[config.mk]
export PLATFORM = sky130hd
export DESIGN_NAME = de2_70_ethernet_st_error_expander
export DESIGN_NICKNAME = d
export VERILOG_FILES = /design/src/rtl/de2_70_ethernet_st_error_expander.sv
export SDC_FILE = /design/constraint.sdc
export NUM_CORES = 1
export LEC_CHECK = 0
export CAP_MARGIN = 20
export CORE_UTILIZATION = 47
export DETAILED_ROUTE_END_ITERATION = 8
export PLACE_DENSITY = 0.77
export SYNTH_ARGS = -nofsm -noshare
export SYNTH_HDL_FRONTEND = slang
export SYNTH_SLANG_ARGS = --single-unit
[constraint.sdc]
create_clock -name clk -period 1.7 [get_ports clk]
set_clock_uncertainty 0.15 [all_clocks]
set_input_delay 0.34 -clock clk [delete_from_list [all_inputs] [get_ports clk]]
set_output_delay 0.34 -clock clk [all_outputs]
set_load 0.05 [all_outputs]
[src/rtl/de2_70_ethernet_st_error_expander.sv]
// ---------------------------------------------------------------------------
// de2_70_ethernet_st_error_expander
//
// Avalon-ST error expander sitting in front of the MAC TX port. It takes a
// stream that carries a single error bit per beat and re-widens it to the
// MAC's multi-bit error field. Along the way it checks SOP/EOP framing:
//   * beats that arrive outside a packet (no SOP while idle) are accepted
//     and dropped ("orphans");
//   * an SOP inside an open packet ("nested SOP") is forwarded as a normal
//     mid-packet beat with its SOP stripped and a framing error bit raised.
// Errors are accumulated over a packet so that the EOP beat carries the OR
// of every error seen in that packet.
//
// The datapath is fully registered: an output register plus a one-beat skid
// register. in_ready is itself a flop (it is the registered "skid empty"
// flag), so no combinational path runs from out_ready to in_ready.
//
// Build option:
//   STERR_STATS_EN  when defined, adds the CNT_W parameter and the
//                   err_pkt_cnt / orphan_cnt saturating statistics ports.
//                   The datapath is identical either way.
//
// Ports:
//   clk, reset_n           clock, asynchronous active-low reset
//   in_*                   Avalon-ST sink (1-bit error)
//   out_*                  Avalon-ST source (ERR_OUT_W-bit error)
//   err_pkt_cnt            forwarded EOP beats carrying any error (stats only)
//   orphan_cnt             orphan beats dropped (stats only)
// ---------------------------------------------------------------------------
module de2_70_ethernet_st_error_expander #(
    parameter int DATA_W      = 32,
    parameter int EMPTY_W     = 2,
    parameter int ERR_OUT_W   = 6,
    parameter int IN_ERR_POS  = 0,
    parameter int SOP_ERR_POS = 4
`ifdef STERR_STATS_EN
    ,
    parameter int CNT_W       = 16
`endif
) (
    input  logic                 clk,
    input  logic                 reset_n,

    output logic                 in_ready,
    input  logic                 in_valid,
    input  logic [DATA_W-1:0]    in_data,
    input  logic                 in_error,
    input  logic                 in_startofpacket,
    input  logic                 in_endofpacket,
    input  logic [EMPTY_W-1:0]   in_empty,

    input  logic                 out_ready,
    output logic                 out_valid,
    output logic [DATA_W-1:0]    out_data,
    output logic [ERR_OUT_W-1:0] out_error,
    output logic                 out_startofpacket,
    output logic                 out_endofpacket,
    output logic [EMPTY_W-1:0]   out_empty
`ifdef STERR_STATS_EN
    ,
    output logic [CNT_W-1:0]     err_pkt_cnt,
    output logic [CNT_W-1:0]     orphan_cnt
`endif
);

    // -----------------------------------------------------------------------
    // Types
    // -----------------------------------------------------------------------
    typedef enum logic {
        ST_IDLE = 1'b0,
        ST_PKT  = 1'b1
    } state_t;

    typedef struct packed {
        logic [DATA_W-1:0]    data;
        logic [ERR_OUT_W-1:0] err;
        logic                 sop;
        logic                 eop;
        logic [EMPTY_W-1:0]   empty;
    } beat_t;

    // -----------------------------------------------------------------------
    // State
    // -----------------------------------------------------------------------
    state_t state_q,      state_d;
    logic   sticky_q,     sticky_d;      // any error so far in the open packet
    logic   sticky_sop_q, sticky_sop_d;  // nested SOP seen in the open packet

    logic   in_ready_q,   in_ready_d;

    logic   out_valid_q,  out_valid_d;
    beat_t  out_beat_q,   out_beat_d;

    logic   skid_valid_q, skid_valid_d;
    beat_t  skid_beat_q,  skid_beat_d;

`ifdef STERR_STATS_EN
    logic [CNT_W-1:0] err_pkt_cnt_q, err_pkt_cnt_d;
    logic [CNT_W-1:0] orphan_cnt_q,  orphan_cnt_d;
`endif

    // -----------------------------------------------------------------------
    // Input classification and error mapping
    // -----------------------------------------------------------------------
    logic  accept;
    logic  in_pkt;
    logic  orphan;
    logic  nested;
    logic  beat_valid;
    beat_t beat;

    always_comb begin
        accept     = in_valid & in_ready_q;
        in_pkt     = (state_q == ST_PKT);
        orphan     = accept & ~in_pkt & ~in_startofpacket;
        nested     = accept &  in_pkt &  in_startofpacket;
        beat_valid = accept & ~orphan;

        beat       = '0;
        beat.data  = in_data;
        beat.empty = in_empty;
        // A nested SOP is forwarded as an ordinary mid-packet beat.
        beat.sop   = in_startofpacket & ~in_pkt;
        beat.eop   = in_endofpacket;

        // The EOP beat reports the whole packet, including this beat's own
        // framing error. Both sticky flags are 0 in IDLE, so a single-beat
        // packet only ever reports its own error.
        beat.err[IN_ERR_POS]  = in_error
                              | (in_endofpacket & (sticky_q | nested));
        // OR-ing in keeps both flags visible if the two positions coincide.
        beat.err[SOP_ERR_POS] = beat.err[SOP_ERR_POS]
                              | nested
                              | (in_endofpacket & sticky_sop_q);
    end

    // -----------------------------------------------------------------------
    // Framing FSM: advances on accepted beats only
    // -----------------------------------------------------------------------
    always_comb begin
        state_d      = state_q;
        sticky_d     = sticky_q;
        sticky_sop_d = sticky_sop_q;

        if (accept) begin
            case (state_q)
                ST_IDLE: begin
                    // SOP+EOP is a complete single-beat packet: stay idle
                    // and leave nothing sticky behind. No SOP is an orphan.
                    if (in_startofpacket && !in_endofpacket) begin
                        state_d      = ST_PKT;
                        sticky_d     = in_error;
                        sticky_sop_d = 1'b0;
                    end
                end
                ST_PKT: begin
                    if (in_endofpacket) begin
                        state_d      = ST_IDLE;
                        sticky_d     = 1'b0;
                        sticky_sop_d = 1'b0;
                    end else begin
                        sticky_d     = sticky_q | in_error | nested;
                        sticky_sop_d = sticky_sop_q | nested;
                    end
                end
                default: begin
                    state_d      = ST_IDLE;
                    sticky_d     = 1'b0;
                    sticky_sop_d = 1'b0;
                end
            endcase
        end
    end

    // -----------------------------------------------------------------------
    // Output register + skid register
    //
    // in_ready_q is only ever 1 while the skid is empty, so a new beat always
    // has a place to go: straight to the output if it frees up this cycle,
    // otherwise into the skid. When the output frees up and the skid is
    // occupied, the skid drains first to keep beats in order.
    // -----------------------------------------------------------------------
    logic out_free;

    always_comb begin
        out_free     = ~out_valid_q | out_ready;

        out_valid_d  = out_valid_q;
        out_beat_d   = out_beat_q;
        skid_valid_d = skid_valid_q;
        skid_beat_d  = skid_beat_q;

        if (out_free) begin
            if (skid_valid_q) begin
                out_valid_d  = 1'b1;
                out_beat_d   = skid_beat_q;
                skid_valid_d = beat_valid;
                if (beat_valid) begin
                    skid_beat_d = beat;
                end
            end else begin
                out_valid_d = beat_valid;
                if (beat_valid) begin
                    out_beat_d = beat;
                end
            end
        end else if (beat_valid) begin
            skid_valid_d = 1'b1;
            skid_beat_d  = beat;
        end

        in_ready_d = ~skid_valid_d;
    end

    // -----------------------------------------------------------------------
    // Statistics
    // -----------------------------------------------------------------------
`ifdef STERR_STATS_EN
    always_comb begin
        err_pkt_cnt_d = err_pkt_cnt_q;
        orphan_cnt_d  = orphan_cnt_q;

        // Counted when the errored EOP beat actually leaves the block.
        if (out_valid_q && out_ready && out_beat_q.eop && (|out_beat_q.err)
            && (err_pkt_cnt_q != {CNT_W{1'b1}})) begin
            err_pkt_cnt_d = err_pkt_cnt_q + CNT_W'(1);
        end

        if (orphan && (orphan_cnt_q != {CNT_W{1'b1}})) begin
            orphan_cnt_d = orphan_cnt_q + CNT_W'(1);
        end
    end
`endif

    // -----------------------------------------------------------------------
    // Registers
    // -----------------------------------------------------------------------
    always_ff @(posedge clk or negedge reset_n) begin
        if (!reset_n) begin
            state_q       <= ST_IDLE;
            sticky_q      <= 1'b0;
            sticky_sop_q  <= 1'b0;
            in_ready_q    <= 1'b0;
            out_valid_q   <= 1'b0;
            out_beat_q    <= '0;
            skid_valid_q  <= 1'b0;
            skid_beat_q   <= '0;
`ifdef STERR_STATS_EN
            err_pkt_cnt_q <= '0;
            orphan_cnt_q  <= '0;
`endif
        end else begin
            state_q       <= state_d;
            sticky_q      <= sticky_d;
            sticky_sop_q  <= sticky_sop_d;
            in_ready_q    <= in_ready_d;
            out_valid_q   <= out_valid_d;
            out_beat_q    <= out_beat_d;
            skid_valid_q  <= skid_valid_d;
            skid_beat_q   <= skid_beat_d;
`ifdef STERR_STATS_EN
            err_pkt_cnt_q <= err_pkt_cnt_d;
            orphan_cnt_q  <= orphan_cnt_d;
`endif
        end
    end

    // -----------------------------------------------------------------------
    // Outputs
    // -----------------------------------------------------------------------
    assign in_ready          = in_ready_q;
    assign out_valid         = out_valid_q;
    assign out_data          = out_beat_q.data;
    assign out_error         = out_beat_q.err;
    assign out_startofpacket = out_beat_q.sop;
    assign out_endofpacket   = out_beat_q.eop;
    assign out_empty         = out_beat_q.empty;

`ifdef STERR_STATS_EN
    assign err_pkt_cnt       = err_pkt_cnt_q;
    assign orphan_cnt        = orphan_cnt_q;
`endif

endmodule

== Yosys cells after proc, flatten, opt, wreduce, memory -nomap -nowiden ==
Index checks and enable logic that the tools add are counted.

* Muxes and demuxes: 18
* Reduce and logical (&&, ||, !) cells: 5
* Equal/unequal tests: 2
* Bitwise gates (word level): 21

{| class="wikitable"
|+ Operator list
! operator !! count
|-
| $mux W42 || 5
|-
| $mux W1 || 10
|-
| $and A1 B1 Y1 || 9
|-
| $or A1 B1 Y1 || 7
|-
| $pmux W1 S2 || 3
|-
| $not A1 Y1 || 5
|-
| $reduce_and A2 Y1 || 2
|-
| $ne A2 B1 Y1 const B || 1
|-
| $ne A2 B2 Y1 const B || 1
|-
| $reduce_bool A2 Y1 || 1
|-
| $logic_and A1 B1 Y1 || 1
|-
| $logic_not A1 Y1 || 1
|}

* Input bits: 41
* Output and inout port bits: 44
* Bits in registers: 90
* Word-level logic and storage cells: 62

== Logic depth before layout (Yosys ltp) ==
* Depth in word-level cells: 9
* Gate-level depth with buffers: 6
* Gate-level depth less buffers: 3

== Worst setup path before layout ==
OpenSTA, ideal clock, no wires.

* Path type: reg2reg
* Start point: register out_valid_q, in the netlist out_valid
* End point: register skid_beat_q[18] (netlist name)
* Arrival time: 1,677 ps
* Path buffers: 3
* Required time: 1,425 ps
* Slack: -252 ps
* Library setup time: 125 ps
* Cell stages (with the launch flop): 7
* Clock period less this slack: 1,952 ps
* Cell sequence: dfrtp_1 > buf_4 > nor2b_4 > o21ai_2 > buf_6 > buf_6 > mux2_4

* Word-level cells in the longest chain between the ends: 3
* Elaborated cells between the ends (all ways): 4
* Those cells by class: eq/ne (1); mux (1); bitwise (2)

{| class="wikitable"
|+ RTL lines
! element !! RTL line !! RTL
|-
| start, declared || 91 || <nowiki>logic out_valid_q, out_valid_d;</nowiki>
|-
| start signal, assigned || 257 || <nowiki>out_valid_q <= out_valid_d;</nowiki>
|-
| $not A1 Y1 (*) || 186 || <nowiki>out_free = ~out_valid_q | out_ready;</nowiki>
|-
| $or A1 B1 Y1 (*) || 186 ||
|-
| $ne A2 B2 Y1 (no source line) or $mux W42 (tied branches) || n/a ||
|-
| end signal, assigned || 260 || <nowiki>skid_beat_q <= skid_beat_d;</nowiki>
|-
| end, declared || 95 || <nowiki>beat_t skid_beat_q, skid_beat_d;</nowiki>
|}

Every way passes the cells marked *; elsewhere a longest branch is shown, timed or not.
A chain may end at the register's enable or synchronous reset.

== Worst setup path in the final report ==
* Start point: register out_valid_q, in the netlist out_valid
* End point: register skid_beat_q[15] (netlist name)

Same word-level chain as after synthesis.

==> impl_results.md <==
- Peak fanout along the critical path: 18
- Worst reg-to-reg path cell count: 4
- Buffers inserted during post-CTS setup optimization: 0
- Instance area after placement: 5640 um^2
- Fraction of final layout cells sized beyond drive strength 1: 0.276
- Number of H-tree levels: 3
- Crit path DAT: around 1.8 ns
- Post-synth cell types: 37
- Routed len/inst: 19.4 um
- Max Cap Viol: 0
- Category of the worst setup path capture point: register
- Top_reg_cell synth: dfrtp_1
- Number of instances in the synthesized netlist: 391
- Routed Antenna Nets: 0
- Number of clock sinks: just over 80
- Commonest cells in the synthesized netlist: dfrtp_1 (82), nand3_1 (74), a31oi_1 (35), and3b_1 (35), nand4_1 (35)
- Number of synthesized flops with an enable pin: 0
- Warning count from the yosys run: 0
- Hold Vio Cnt, Final: 0
- Starting utilization of the core area: 0.497
- Most common cell in the synthesized netlist: dfrtp_1
- Worst Path Required: 1.80 ns
- Sequential share of the synthesized area: 0.493
- Number of antenna violations at the first check in global routing: 0
- Routed vias: 3,625
- Avg Synthesized Cell Area: 10.6 um^2
- Vias in the first global route: 3,725
- Async S/R FF share, synth: 1.00
- First-pass GRT wire length: 18.8 mm
- Root Driver: clkbuf_8
- Final Instance Area: ~6000 um^2
- Worst path max stage delay: roughly 0.43 ns
- GPL Wtd Cong: 0.801
- Number of setup violations in the final report: 0
- Total wire length: 11.2 mm
- Die Height: 96.1 um
- Post-Syn Area: 4160 um^2
- Clock insertion delay at the later pin of the skew report: between 0.3 and 0.4 ns
- FF+latch count, synth: roughly 80
- Total Nets Final: 511
- Number of cell rows: 33
- 1st-iter DRT viols: 246
- Die X-Extent: 96.1 um
- Minimum clock period: 1.66 ns
- Dpl hpwl: 7.17 mm
- Setup repair after global routing missed its margin: false
- Slew Viols, Final: 0
- Final core area utilization: 0.707
- Drt via density: 6.25
- Static leakage: 2.74 nW
- Run status: finished, final reports clean
- Pin count of the biggest net entering global routing: 78
- Largest buffer count on any clock path: 2
- Total inserted antenna cells: 0
- Final sum of negative setup slack: 0 ns
- Crit Path Class: register to register
- Total Die Area: 9240 um^2
- Number of buffer and inverter stages on the critical path: 1
- Biggest area consumer among synthesized cells: dfrtp_1
- Largest cells by area after synthesis: dfrtp_1 (49%), nand3_1 (8.9%), and3b_1 (7.4%), mux2_4 (6.1%), a31oi_1 (5.3%)
- Clock tree from TritonCTS: yes
- Port-buffer cells: 80
- Worst path slowest cell: dfrtp_2
- Tightest Hold Check Type: input pin to async pin
- Areal power density over the cells: 2140 nW/um^2
- Launching element type of the critical path: register
- CP Depth: 4
- Final Power: 0.0127 W
- Cell family with most CP delay: flip-flops
- Post-route worst hold slack: about 0.18 ns
- Drc violations: 0
- Cell Chain, Critical Path: nor2b_4 -> o21ai_4 -> buf_12 -> mux2_2
- Fmax achieved: around 600 MHz
- TritonCTS buffer count: 9
- Final global-route overflow total: 0
- Post-CTS clock slew at the launch and capture registers of the worst setup and hold paths: approximately 0.090 ns
- Area of the core: 8380 um^2
- Fraction of post-synthesis cell area in the top cell type by area: 0.493
- Total global-route track usage: 0.267
- Final clock period utilization by the worst path: 0.977
- Number of top-level pins: between 80 and 90
- Layout-stage area growth over the synthesis result: 42.3%
- First-pass iteration count of the detailed router: 6
- Worst-case vdd ir drop: 0.00122 V
## through the flow
step                setup slack, ns  cells
global route                 0.0101    580
CTS                         0.00551    580
global placement             -0.370    563
floorplan                    -0.114    394
detailed placement           -0.415    563
finish                       0.0396    580
## power breakdown
group,switching (W),internal (W),leakage (nW)
Combinational,0.00356,0.00346,1.65
Clock,0.000745,0.00102,0.119
Sequential,0.000978,0.00294,0.973
## placed cells by master, fill, tap and decap left out, drive strengths merged, types with 3 or more instances in the layout
cell,count
a21oi,4
bufinv,3
inv,6
nand4,35
clkbuf,10
nor2,7
conb,4
a31oi,35
buf,70
and3b,35
nor3,3
clkdlybuf4s50,38
nand3,74
dfrtp,82
mux2,36
nand2,6
## worst register-to-register path, cell delays in order, from the launching register on
cell and delay, ns:
dfrtp_2 0.43, nor2b_4 0.15, o21ai_4 0.25, buf_12 0.22, mux2_2 0.37
## metal layers
| layer | share of wire | track usage | up-vias |
|---|---|---|---|
| met2 | 0.51 | 0.446 | 116 |
| met1 | 0.43 | 0.340 | 1865 |
| met5 | 0 | 0 | - |
| met4 | 0.015 | 0.0908 | 0 |
| met3 | 0.050 | 0.0640 | 17 |
| li1 | - | - | 1627 |
## what timing repair did
action                                  CTS  global route
resized for setup                         2             4
hold buffers                              1             0
gates cloned                              0             0
endpoints found under the setup margin   34            27
endpoints found under the hold margin    82             0
## layout make-up
class / count / area, um^2
fill: 577 / 2450
sequential: 82 / 2060
multi-input combinational: 261 / 1890
timing repair buffer: 110 / 1580
clock buffer: 10 / 138
tap: 105 / 131
clock inverter: 6 / 114
inverter: 6 / 22.5
## registers in the layout, indices dropped and copies added, names as in the netlist, 2 cells and up
register,count
out_error,2
skid_beat_q,38
out_empty,2
out_data,32
## logic make-up after synthesis
group / synth area share
AO/OA/AOI/OAI: 0.0910
AND/OR/NAND/NOR: 0.239
flip-flops: 0.493
buffers and inverters: 0.0613
other: 0.000901
multiplexers: 0.115
## path summary, 6_finish.rpt
| kind | startpoint | endpoint | slack (ns) |
|---|---|---|---|
| max | out_valid$_DFFE_PN0N_ | skid_beat_q[15]$_DFFE_PN0P_ | 0.04 |
| min | reset_n | out_data[0]$_DFFE_PN0P_ | 0.18 |
| max reg2reg | out_valid$_DFFE_PN0N_ | skid_beat_q[15]$_DFFE_PN0P_ | 0.04 |
| min reg2reg | skid_beat_q[4]$_DFFE_PN0P_ | skid_beat_q[4]$_DFFE_PN0P_ | 0.36 |
| max in group asynchronous | reset_n | in_ready$_DFF_PN0_ | 0.61 |
| min in group clk | skid_beat_q[4]$_DFFE_PN0P_ | skid_beat_q[4]$_DFFE_PN0P_ | 0.36 |
No activity file was read; power rests on OpenSTA's default activity.
